### src/rtl/dbnc_pkg.sv
// Shared types and limits for the push-button debounce sequencer.
package dbnc_pkg;

  typedef enum logic [2:0] {
    S_LO     = 3'd0,
    S_CHK_HI = 3'd1,
    S_DRN_HI = 3'd2,
    S_HI     = 3'd3,
    S_CHK_LO = 3'd4,
    S_DRN_LO = 3'd5
  } dbnc_state_e;

  localparam int unsigned DBNC_SYNC_MAX = 4;

  function automatic logic dbnc_is_busy(input dbnc_state_e s);
    return (s == S_CHK_HI) || (s == S_DRN_HI) || (s == S_CHK_LO) || (s == S_DRN_LO);
  endfunction

endpackage

### src/rtl/dbnc_sync.sv
// Input synchroniser for the raw button pin: SYNC_STAGES flops, synchronous reset.
module dbnc_sync
  import dbnc_pkg::*;
#(
  parameter int unsigned SYNC_STAGES = 2
) (
  input  logic clk,
  input  logic rst,
  input  logic d_i,
  output logic q_o
);

  // Out-of-range depths are clamped into the supported 2..DBNC_SYNC_MAX window.
  localparam int unsigned STAGES = (SYNC_STAGES < 2) ? 2 :
                                   (SYNC_STAGES > DBNC_SYNC_MAX) ? DBNC_SYNC_MAX : SYNC_STAGES;

  logic [STAGES-1:0] chain_q;

  always_ff @(posedge clk) begin
    if (rst) chain_q <= '0;
    else     chain_q <= {chain_q[STAGES-2:0], d_i};
  end

  assign q_o = chain_q[STAGES-1];

endmodule

### src/rtl/dbnc_fsm.sv
// Debounce sequencer: synchronises the button, drives the timer start pulse, emits level/strobes.
// Release strobe on btn_rel only when DBNC_RELEASE_PULSE_EN is defined; otherwise btn_rel stays 0.
module dbnc_fsm
  import dbnc_pkg::*;
#(
  parameter int unsigned SYNC_STAGES = 2
) (
  input  logic clk,
  input  logic rst,
  input  logic btn_in,
  input  logic times_up,
  output logic strt,
  output logic btn_lvl,
  output logic btn_press,
  output logic btn_rel,
  output logic busy
);

  dbnc_state_e state_q, state_d;
  logic sync_in;
  logic strt_q, strt_d;
  logic lvl_q, lvl_d;
  logic press_q, press_d;
  logic rel_q, rel_d;
  logic busy_q, busy_d;

  dbnc_sync #(.SYNC_STAGES(SYNC_STAGES)) u_sync (
    .clk (clk),
    .rst (rst),
    .d_i (btn_in),
    .q_o (sync_in)
  );

  always_ff @(posedge clk) begin
    if (rst) begin
      state_q <= S_LO;
      strt_q  <= 1'b0;
      lvl_q   <= 1'b0;
      press_q <= 1'b0;
      rel_q   <= 1'b0;
      busy_q  <= 1'b0;
    end else begin
      state_q <= state_d;
      strt_q  <= strt_d;
      lvl_q   <= lvl_d;
      press_q <= press_d;
      rel_q   <= rel_d;
      busy_q  <= busy_d;
    end
  end

  // Idle states never start the timer while times_up is still high (drain rule).
  always_comb begin
    state_d = state_q;
    case (state_q)
      S_LO:     if (sync_in && !times_up)  state_d = S_CHK_HI;
      S_CHK_HI: if (times_up)              state_d = sync_in ? S_DRN_HI : S_DRN_LO;
      S_DRN_HI: if (!times_up)             state_d = S_HI;
      S_HI:     if (!sync_in && !times_up) state_d = S_CHK_LO;
      S_CHK_LO: if (times_up)              state_d = sync_in ? S_DRN_HI : S_DRN_LO;
      S_DRN_LO: if (!times_up)             state_d = S_LO;
      default:                             state_d = S_LO;
    endcase
  end

  always_comb begin
    strt_d  = 1'b0;
    lvl_d   = lvl_q;
    press_d = 1'b0;
    rel_d   = 1'b0;
    case (state_q)
      S_LO: strt_d = sync_in && !times_up;
      S_HI: strt_d = !sync_in && !times_up;
      S_CHK_HI: begin
        if (times_up && sync_in) begin
          lvl_d   = 1'b1;
          press_d = 1'b1;
        end
      end
      S_CHK_LO: begin
        if (times_up && !sync_in) begin
          lvl_d = 1'b0;
`ifdef DBNC_RELEASE_PULSE_EN
          rel_d = 1'b1;
`endif
        end
      end
      default: ;
    endcase
    busy_d = dbnc_is_busy(state_d);
  end

  assign strt      = strt_q;
  assign btn_lvl   = lvl_q;
  assign btn_press = press_q;
  assign btn_rel   = rel_q;
  assign busy      = busy_q;

endmodule

### config.mk
export PLATFORM = sky130hd
export DESIGN_NAME = dbnc_fsm
export DESIGN_NICKNAME = d
export VERILOG_FILES = /design/src/rtl/dbnc_pkg.sv /design/src/rtl/dbnc_sync.sv /design/src/rtl/dbnc_fsm.sv
export SDC_FILE = /design/constraint.sdc
export NUM_CORES = 1
export LEC_CHECK = 0
export BUFFER_PORTS_ARGS = -buffer_cell sky130_fd_sc_hd__buf_4
export CORE_AREA = 4 4 41 43
export DETAILED_ROUTE_END_ITERATION = 12
export DIE_AREA = 0 0 45 47
export GPL_TIMING_DRIVEN = 1
export PLACE_DENSITY = 0.55
export RECOVER_POWER = 50
export SLEW_MARGIN = 20
export SYNTH_ARGS = -nofsm -noshare
export SYNTH_HDL_FRONTEND = slang
export SYNTH_SLANG_ARGS = --single-unit
export TNS_END_PERCENT = 50
### constraint.sdc
create_clock -name clk -period 1.1 [get_ports clk]
set_input_delay 0.055 -clock clk [delete_from_list [all_inputs] [get_ports clk]]
set_output_delay 0.055 -clock clk [all_outputs]
set_load 0.005 [all_outputs]
==> results.sh, run 1 <==
export IMPL_placement_cell_area_sq_um=556
export IMPL_final_layout_size_suffix_gt1_frac=0.348
export IMPL_critical_path_required_ns=1.25
export IMPL_cp_top_family="flip-flops"
export IMPL_die_height_um=47
export IMPL_static_leakage_power_nw=0.244
export IMPL_worstSetupPathDepth=4
export IMPL_achievable_frequency_ghz=0.983
export IMPL_synth_edff_count=0
export IMPL_critical_path_max_fanout=7
export IMPL_grt_util_all_layers=0.123
export IMPL_post_synthesis_cells=56
export IMPL_routed_wire_length_per_instance_um=11.6
export IMPL_row_count=13
export IMPL_detail_route_drc_violations=0
export IMPL_drtPass1Iterations=2
export IMPL_path_clk_slew_ns=0.06
export IMPL_clock_tree_from_tritoncts="done"
export IMPL_dr_max_layer_used="met4"
export IMPL_tritoncts_num_buffers=3
export IMPL_status="completed"
export IMPL_post_synth_top_count_cell="sky130_fd_sc_hd__dfxtp_1"
export IMPL_finalSetupTns_ns=0
export IMPL_worst_setup_path_end_kind="flip-flop"
export IMPL_count_of_state_elements_after_synthesis=9
export IMPL_synthDominantAreaCellType="sky130_fd_sc_hd__dfxtp_1"
export IMPL_worst_ep_arrival_time_ns=1.17
export IMPL_clock_path_buffers=2
export IMPL_synth_top_cell_area_share=0.364
export IMPL_min_path_type="in -> reg"
export IMPL_synthArstFlopShare=0
export IMPL_met2_wirelength_um=394
export IMPL_io_pins=9
export IMPL_final_min_clock_period_ns=1.02
export IMPL_cpPeakStageDelay_ns=0.36
export IMPL_cp_bufs_invs=1
export IMPL_grt_overflow=0
export IMPL_synth_cell_type_count=32
export IMPL_globalplace_congestion=0.756
export IMPL_timing_reg2reg_setup_slack_ns=0.08
export IMPL_rr_endpoint="btn_lvl"
export IMPL_initial_core_util=0.381
export IMPL_synth_main_ff_cell="sky130_fd_sc_hd__dfxtp_1"
export IMPL_synthTopCellsByArea="sky130_fd_sc_hd__dfxtp_1 36%, sky130_fd_sc_hd__o21ai_1 5.1%, sky130_fd_sc_hd__nand2b_1 3.8%"
export IMPL_clkLatencyLatePin_ns=0.26
export IMPL_detail_route_vias_per_cell=5.12
export IMPL_detailedPlacementHpwl_um=642
export IMPL_worst_setup_path_start_kind="flip-flop"
export IMPL_criticalPathCategory="reg -> reg"
export IMPL_filler_cell_count=137
export IMPL_die_area_sq_um=2120
export IMPL_grt_max_degree=11
export IMPL_post_synth_cell_area_avg_sq_um=8.85
export IMPL_finish_instance_area_sq_um=597
export IMPL_crit_path_top_delay_cell="sky130_fd_sc_hd__dfxtp_2"
export IMPL_hold_violations=0
export IMPL_port_buffer_count=7
export IMPL_critPathCapture="btn_lvl"
export IMPL_critPathLaunch="u_sync.chain_q[1]"
export IMPL_path_cells="buf_4 > and4b_1 > o21ai_1 > a21oi_1"
export IMPL_clock_tree_htree_level_count=1
export IMPL_cts_num_sinks=9
export IMPL_antenna_left=0
export IMPL_worst_clock_skew_ns=0.00301
export IMPL_drt_total_wl_um=938
export IMPL_detail_route_iter0_violations=1
export IMPL_worstReg2RegStart="u_sync.chain_q[1]"
export IMPL_grt_antenna_before_repair=0
export IMPL_setup_viol=0
export IMPL_fp_dieW_um=45
export IMPL_totalPowerFinal_mw=0.701
export IMPL_mappedNetlistNets=60
export IMPL_first_global_vias=380
export IMPL_core_sq_um=1300
export IMPL_routed_length_on_met3_um=27
export IMPL_grt_setup_unrepaired="no"
export IMPL_worst_r2r_path_depth=4
export IMPL_cts_root_buf="sky130_fd_sc_hd__clkbuf_4"
export IMPL_total_via_count_in_the_routed_design=415
export IMPL_synth_warnings=0
export IMPL_area_delta_synth_final_pct=20.5
export IMPL_power_ir_vdd_worst_mv=0.429
export IMPL_final_period_utilization=0.925
export IMPL_route_layer_met1_wl_um=449
export IMPL_timing_max_transition_violations_final=0
export IMPL_max_cap_viol_count=0
export IMPL_diodes_inserted=0
export IMPL_synthesis_area_sq_um=495
export IMPL_commonest_cells_post_synth="9 x sky130_fd_sc_hd__dfxtp_1, 5 x sky130_fd_sc_hd__o21ai_1"
export IMPL_num_nets_final=71
export IMPL_holdWs_ns=0.0360
export IMPL_power_per_cell_area_nw_per_um2=1170
export IMPL_grt_pass1_wl_mm=1.66
export IMPL_part_of_the_yosys_area_used_for_sequential_elements=0.364
==> state kept, by name, summed over array words and instances, names as in the netlist <==
register and flops:
state_q 3, busy 1, btn_press 1, u_sync.chain_q 2
btn_lvl 1, strt 1
==> stage by stage <==
step | setup slack, ns | util | std cells
2_1_floorplan | 0.107 | - | 56
3_3_place_gp | 0.0146 | 0.427 | 76
3_5_place_dp | 0.0398 | 0.427 | 76
4_1_cts | 0.0129 | 0.455 | 81
5_1_grt | 0.0210 | 0.459 | 81
6_report | 0.0822 | 0.459 | 81
==> metal layers <==
| metal | vias to the layer above | global-route usage |
|---|---|---|
| met5 | - | 0 |
| met1 | 187 | 0.131 |
| met3 | 4 | 0.0345 |
| met2 | 8 | 0.167 |
| li1 | 216 | - |
| met4 | 0 | 0.175 |
==> power by group <==
group | internal, mW | switching (mW)
combinational | 0.0479 | 0.0420
clock | 0.140 | 0.117
sequential | 0.340 | 0.0145
==> placed cells by master (no fill, tap or decap), types with 2 or more instances in the layout <==
master and count:
sky130_fd_sc_hd__dfxtp_2 4, sky130_fd_sc_hd__clkbuf_4 8, sky130_fd_sc_hd__and2b_1 2, sky130_fd_sc_hd__a21oi_1 3, sky130_fd_sc_hd__o21ai_1 5, sky130_fd_sc_hd__inv_1 3
sky130_fd_sc_hd__dfxtp_1 5, sky130_fd_sc_hd__nand2b_1 3, sky130_fd_sc_hd__nand2_1 2, sky130_fd_sc_hd__buf_4 6, sky130_fd_sc_hd__nor2b_1 2
==> how the worst min path moves through the flow <==
stage               slack (ns)  cells past startpoint                 to  startpoint
floorplan                 0.18                      1  u_sync.chain_q[0]      btn_in
global placement          0.26                      2  u_sync.chain_q[0]      btn_in
detailed placement        0.27                      2  u_sync.chain_q[0]      btn_in
CTS                       0.03                      2  u_sync.chain_q[0]         rst
global route              0.03                      2  u_sync.chain_q[0]         rst
finish                    0.04                      2  u_sync.chain_q[1]         rst
==> cell families (layout without fill, tap and decap cells) <==
group | Yosys count | after routing | share of synthesized area
mux | 1 | 1 | 0.0202
xor+xnor | 1 | 1 | 0.0177
compound gates | 17 | 17 | 0.255
simple gates | 18 | 18 | 0.230
flops | 9 | 9 | 0.364
buf+inv | 9 | 19 | 0.106
other cells | 1 | 1 | 0.00757
==> what timing repair did <==
| item | 4_1_cts | 5_1_grt |
|---|---|---|
| gates resized for setup | 0 | 4 |
| setup endpoints to repair | 0 | 6 |
| setup buffers | 0 | 0 |
| hold buffers | 1 | 0 |
| hold endpoints to repair | 1 | 0 |
==> worst register-to-register path, cell delays in order, from the launching register on <==
cell and delay, ns:
sky130_fd_sc_hd__dfxtp_2 0.36, sky130_fd_sc_hd__buf_4 0.15, sky130_fd_sc_hd__and4b_1 0.20, sky130_fd_sc_hd__o21ai_1 0.13
sky130_fd_sc_hd__a21oi_1 0.08
==> area by class of cell <==
type                       instances  area (sq um)  share of cell area
clock buffer                       4          26.3              0.0440
inverter                           3          11.3              0.0189
multi-input combinational         38           263               0.440
sequential                         9           185               0.310
tap                               15          18.8              0.0314
timing repair buffer              12          92.6               0.155
No activity file was read; power rests on OpenSTA's default activity.
==> run 2: changes to the inputs <==
CELL_PAD_IN_SITES_DETAIL_PLACEMENT = 0   (was unset)
CELL_PAD_IN_SITES_GLOBAL_PLACEMENT = 1   (was unset)
CORE_AREA = unset   (was 4 4 41 43)
CORE_MARGIN = 4   (was unset)
CORE_UTILIZATION = 37   (was unset)
DIE_AREA = unset   (was 0 0 45 47)
PLACE_DENSITY = 0.7   (was 0.55)
==> results.sh, run 2 (synthesis gave the netlist of run 1 again) <==
export IMPL_drt_total_wl_um=884
export IMPL_row_count=12
export IMPL_most_common_layout_cells="8 x sky130_fd_sc_hd__buf_4, 7 x sky130_fd_sc_hd__clkbuf_4, 5 x sky130_fd_sc_hd__o21ai_1, 5 x sky130_fd_sc_hd__dfxtp_1"
export IMPL_core_sq_um=1190
export IMPL_fp_dieW_um=44.6
export IMPL_criticalPathCategory="reg -> reg"
export IMPL_clkLatencyLatePin_ns=0.26
export IMPL_clock_tree_htree_level_count=1
export IMPL_globalplace_congestion=0.740
export IMPL_cts_hold_fix_buffers=0
export IMPL_die_height_um=44.6
export IMPL_max_cap_viol_count=0
export IMPL_clock_tree_from_tritoncts="done"
export IMPL_final_util=0.502
export IMPL_initial_core_util=0.418
export IMPL_detail_route_vias_per_cell=5.05
export IMPL_worst_clock_skew_ns=0.000664
export IMPL_timing_max_transition_violations_final=0
export IMPL_routed_wire_length_per_instance_um=11.1
export IMPL_grt_util_all_layers=0.107
export IMPL_power_ir_vdd_worst_mv=0.565
export IMPL_crit_path_top_delay_cell="sky130_fd_sc_hd__dfxtp_2"
export IMPL_setup_viol=0
export IMPL_power_per_cell_area_nw_per_um2=1160
export IMPL_grt_pass1_wl_mm=1.52
export IMPL_port_buffer_count=7
export IMPL_diodes_inserted=0
export IMPL_worst_setup_path_end_kind="flip-flop"
export IMPL_num_nets_final=71
export IMPL_grt_overflow=0
export IMPL_detailedPlacementHpwl_um=676
export IMPL_worst_ep_arrival_time_ns=1.13
export IMPL_cts_setup_buffers=0
export IMPL_grt_antenna_before_repair=0
export IMPL_cts_num_sinks=9
export IMPL_first_global_vias=376
export IMPL_status="completed"
export IMPL_drtPass1Iterations=2
export IMPL_detail_route_drc_violations=0
export IMPL_total_via_count_in_the_routed_design=404
export IMPL_tritoncts_num_buffers=3
export IMPL_cts_root_buf="sky130_fd_sc_hd__clkbuf_4"
export IMPL_final_period_utilization=0.897
export IMPL_clock_path_buffers=2
export IMPL_critical_path_max_fanout=8
export IMPL_detail_route_iter0_violations=5
export IMPL_hold_violations=0
export IMPL_min_path_type="in -> reg"
export IMPL_grt_max_degree=11
export IMPL_final_layout_size_suffix_gt1_frac=0.364
export IMPL_final_min_clock_period_ns=0.987
export IMPL_most_common_cell_after_layout_fill_and_taps_aside="sky130_fd_sc_hd__buf_4"
export IMPL_critical_path_required_ns=1.25
export IMPL_largest_register_ffs=3
export IMPL_achievable_frequency_ghz=1.01
export IMPL_worst_setup_path_start_kind="flip-flop"
export IMPL_grt_setup_unrepaired="no"
export IMPL_static_leakage_power_nw=0.246
export IMPL_largest_register="state_q"
export IMPL_path_clk_slew_ns=0.06
export IMPL_die_area_sq_um=1990
export IMPL_area_delta_synth_final_pct=20.2
export IMPL_finalSetupTns_ns=0
export IMPL_io_pins=9
export IMPL_filler_cell_count=123
export IMPL_path_cells="buf_4 > nand2b_1 > a21oi_1 > o21ai_1"
export IMPL_cpPeakStageDelay_ns=0.35
export IMPL_antenna_left=0
export IMPL_reg_top3="state_q: 3 flops, u_sync.chain_q: 2 flops"
-- run 2: cell count changes in the layout (fill, tap and decap cells not counted), sizes merged --
cell,delta
clkbuf,-1
buf,+2
dlygate4sd3,-1
-- run 2: final cells by class --
class,instances,area [sq um],share of cell area
Multi-Input combinational cell,38,263,0.441
Sequential cell,9,188,0.315
Timing Repair Buffer,12,90.1,0.151
Inverter,3,11.3,0.0189
Tap cell,14,17.5,0.0294
Clock buffer,4,26.3,0.0441
-- run 2: worst max-delay path: cells and delay by family, from the launching register on --
family,cells,cell delay (ns)
buffers and inverters,1,0.15
and+or+nand+nor,1,0.15
AOI/OAI and AO/OA,2,0.24
DFF,1,0.35
-- run 2: worst paths after layout --
path / depth (start not counted) / to / startpoint / slack (ns)
hold / removal: 2 / u_sync.chain_q[0] / btn_in / 0.009
setup reg to reg: 4 / state_q[0] / state_q[1] / 0.11
setup / recovery: 4 / state_q[0] / state_q[1] / 0.11
hold reg to reg: 1 / u_sync.chain_q[1] / u_sync.chain_q[0] / 0.45
-- run 2: per-stage QoR --
stage	setup WS, ns	total power, mW	area, sq um	cells	hold slack [ns]
3_3_place_gp	0.00665	0.453	562	76	0.273
5_1_grt	0.0193	0.735	596	80	0.0226
2_1_floorplan	0.107	0.425	495	56	0.183
4_1_cts	0.0586	0.707	589	80	0.00450
6_report	0.113	0.692	596	80	0.00902
3_5_place_dp	0.00727	0.450	562	76	0.275
-- run 2: where the power goes --
part	internal (mW)	switching (mW)
logic	0.0474	0.0424
registers	0.338	0.0137
clock network	0.140	0.111
total	0.525	0.167
-- run 2: what timing repair did --
action	CTS	global route
gates resized for setup	1	4
hold endpoints to repair	0	0
endpoints found under the setup margin	1	4
-- run 2: per-layer routing --
metal / track usage / wire, um / share of wire / up-vias
met3: 0.0447 / 35 / 0.040 / 2
li1: - / - / - / 217
met4: 0.0723 / 22 / 0.025 / 0
met2: 0.163 / 392 / 0.44 / 8
met5: 0 / 0 / 0 / -
met1: 0.120 / 433 / 0.49 / 177
==> run 3: changes to the inputs <==
SETUP_SLACK_MARGIN = 0.15   (was unset)
TNS_END_PERCENT = unset   (was 50)
==> results.sh, run 3 (synthesis gave the netlist of run 1 again) <==
export IMPL_critical_path_required_ns=1.23
export IMPL_io_pins=9
export IMPL_clock_tree_from_tritoncts="done"
export IMPL_p_seq_frac=0.501
export IMPL_sw_frac_of_total=0.246
export IMPL_timing_max_transition_violations_final=0
export IMPL_post_layout_worst_setup_margin_ns=0.0976
export IMPL_initial_core_util=0.418
export IMPL_worstHoldPathCells=2
export IMPL_cts_num_sinks=9
export IMPL_most_common_cell_after_layout_fill_and_taps_aside="sky130_fd_sc_hd__buf_4"
export IMPL_grt_util_all_layers=0.108
export IMPL_diodes_inserted=0
export IMPL_grt_max_degree=11
export IMPL_cts_hold_fix_buffers=0
export IMPL_grt_antenna_before_repair=0
export IMPL_globalplace_congestion=0.728
export IMPL_die_area_sq_um=1990
export IMPL_setup_viol=0
export IMPL_detail_route_vias_per_cell=5.09
export IMPL_antenna_left=0
export IMPL_fp_dieW_um=44.6
export IMPL_first_global_vias=353
export IMPL_core_sq_um=1190
export IMPL_power_ir_vdd_worst_mv=0.564
export IMPL_static_leakage_power_nw=0.254
export IMPL_final_util=0.531
export IMPL_worst_ep_arrival_time_ns=1.13
export IMPL_final_period_utilization=0.911
export IMPL_clock_tree_htree_level_count=1
export IMPL_port_buffer_count=7
export IMPL_criticalPathCategory="reg -> reg"
export IMPL_row_count=12
export IMPL_worst_clock_skew_ns=0.00108
export IMPL_worst_setup_path_start_kind="flip-flop"
export IMPL_power_share_clock=0.358
export IMPL_final_layout_size_suffix_gt1_frac=0.433
export IMPL_drtPass1Iterations=4
export IMPL_cts_root_buf="sky130_fd_sc_hd__clkbuf_4"
export IMPL_drt_total_wl_um=922
export IMPL_total_via_count_in_the_routed_design=412
export IMPL_critical_path_max_fanout=5
export IMPL_detail_route_drc_violations=0
export IMPL_min_path_type="in -> reg"
export IMPL_routed_wire_length_per_instance_um=11.4
export IMPL_final_min_clock_period_ns=1.00
export IMPL_clkLatencyLatePin_ns=0.26
export IMPL_worst_r2r_path_depth=3
export IMPL_largest_register_ffs=3
export IMPL_power_per_cell_area_nw_per_um2=1110
export IMPL_largest_register="state_q"
export IMPL_hold_violations=0
export IMPL_worst_setup_path_end_kind="flip-flop"
export IMPL_achievable_frequency_ghz=0.998
export IMPL_detail_route_iter0_violations=3
export IMPL_tritoncts_num_buffers=3
export IMPL_placement_setup_worst_slack_ns=0.0520
export IMPL_num_nets_final=72
export IMPL_die_height_um=44.6
export IMPL_grt_setup_unrepaired="yes"
export IMPL_grt_overflow=0
export IMPL_finalSetupTns_ns=0
export IMPL_power_switching_mw=0.171
export IMPL_grt_pass1_wl_mm=1.55
export IMPL_clock_path_buffers=2
export IMPL_int_power_mw=0.526
export IMPL_reg_top3="state_q: 3 flops, u_sync.chain_q: 2 flops"
export IMPL_comb_power_share=0.141
export IMPL_area_delta_synth_final_pct=27.0
export IMPL_status="completed"
export IMPL_detailedPlacementHpwl_um=658
export IMPL_most_common_layout_cells="8 x sky130_fd_sc_hd__buf_4, 7 x sky130_fd_sc_hd__clkbuf_4, 5 x sky130_fd_sc_hd__dfxtp_1"
export IMPL_path_clk_slew_ns=0.06
export IMPL_max_cap_viol_count=0
[run 3: cell count changes in the layout (fill, tap and decap cells not counted), sizes merged]
cell,previous run,this run
clkbuf,8,9
[run 3: final timing paths]
kind,from,end,slack (ns)
worst max register to register,state_q[2],state_q[1],0.1
worst min register to register,u_sync.chain_q[0],u_sync.chain_q[1],0.44
worst max-delay path,state_q[2],state_q[1],0.1
worst min-delay path,btn_in,u_sync.chain_q[0],0.01
[run 3: worst max-delay path, stage by stage (launching register included)]
cell	delay, ns
sky130_fd_sc_hd__dfxtp_4	0.37
sky130_fd_sc_hd__and2b_2	0.24
sky130_fd_sc_hd__a31oi_1	0.19
sky130_fd_sc_hd__o31ai_2	0.08
[run 3: power groups by stage]
stage	clock network, mW	logic (mW)	registers [mW]
3_3_place_gp	0	0.0874	0.361
6_report	0.249	0.0985	0.349
2_1_floorplan	0	0.0759	0.353
5_1_grt	0.280	0.110	0.352
4_1_cts	0.262	0.0907	0.349
3_5_place_dp	0	0.0859	0.361
[run 3: repair_timing]
item	CTS	global route
pin swaps	2	1
endpoints found under the setup margin	7	6
buffers inserted	1	2
resized for setup	6	4
[run 3: final cells by class]
cell class	instances	area, sq um
sequential	9	193
multi-input combinational	38	288
inverter	3	11.3
tap	14	17.5
timing repair buffer	13	93.8
clock buffer	4	26.3
fill	115	557
[run 3: layer usage]
| metal | up-vias | share of wire | GRT usage |
|---|---|---|---|
| met1 | 183 | 0.49 | 0.139 |
| met4 | 0 | 0.018 | 0.0723 |
| met2 | 9 | 0.43 | 0.140 |
| met5 | - | 0 | 0 |
| li1 | 218 | - | - |
| met3 | 2 | 0.054 | 0.0488 |
[run 3: metrics by stage]
step,cells,power (mW),hold slack (ns),instance area (sq um)
finish,81,0.697,0.0117,629
global route,81,0.742,0.0193,629
CTS,79,0.702,0.00705,601
detailed placement,74,0.447,0.282,549
global placement,74,0.449,0.266,549
floorplan,56,0.429,0.183,508
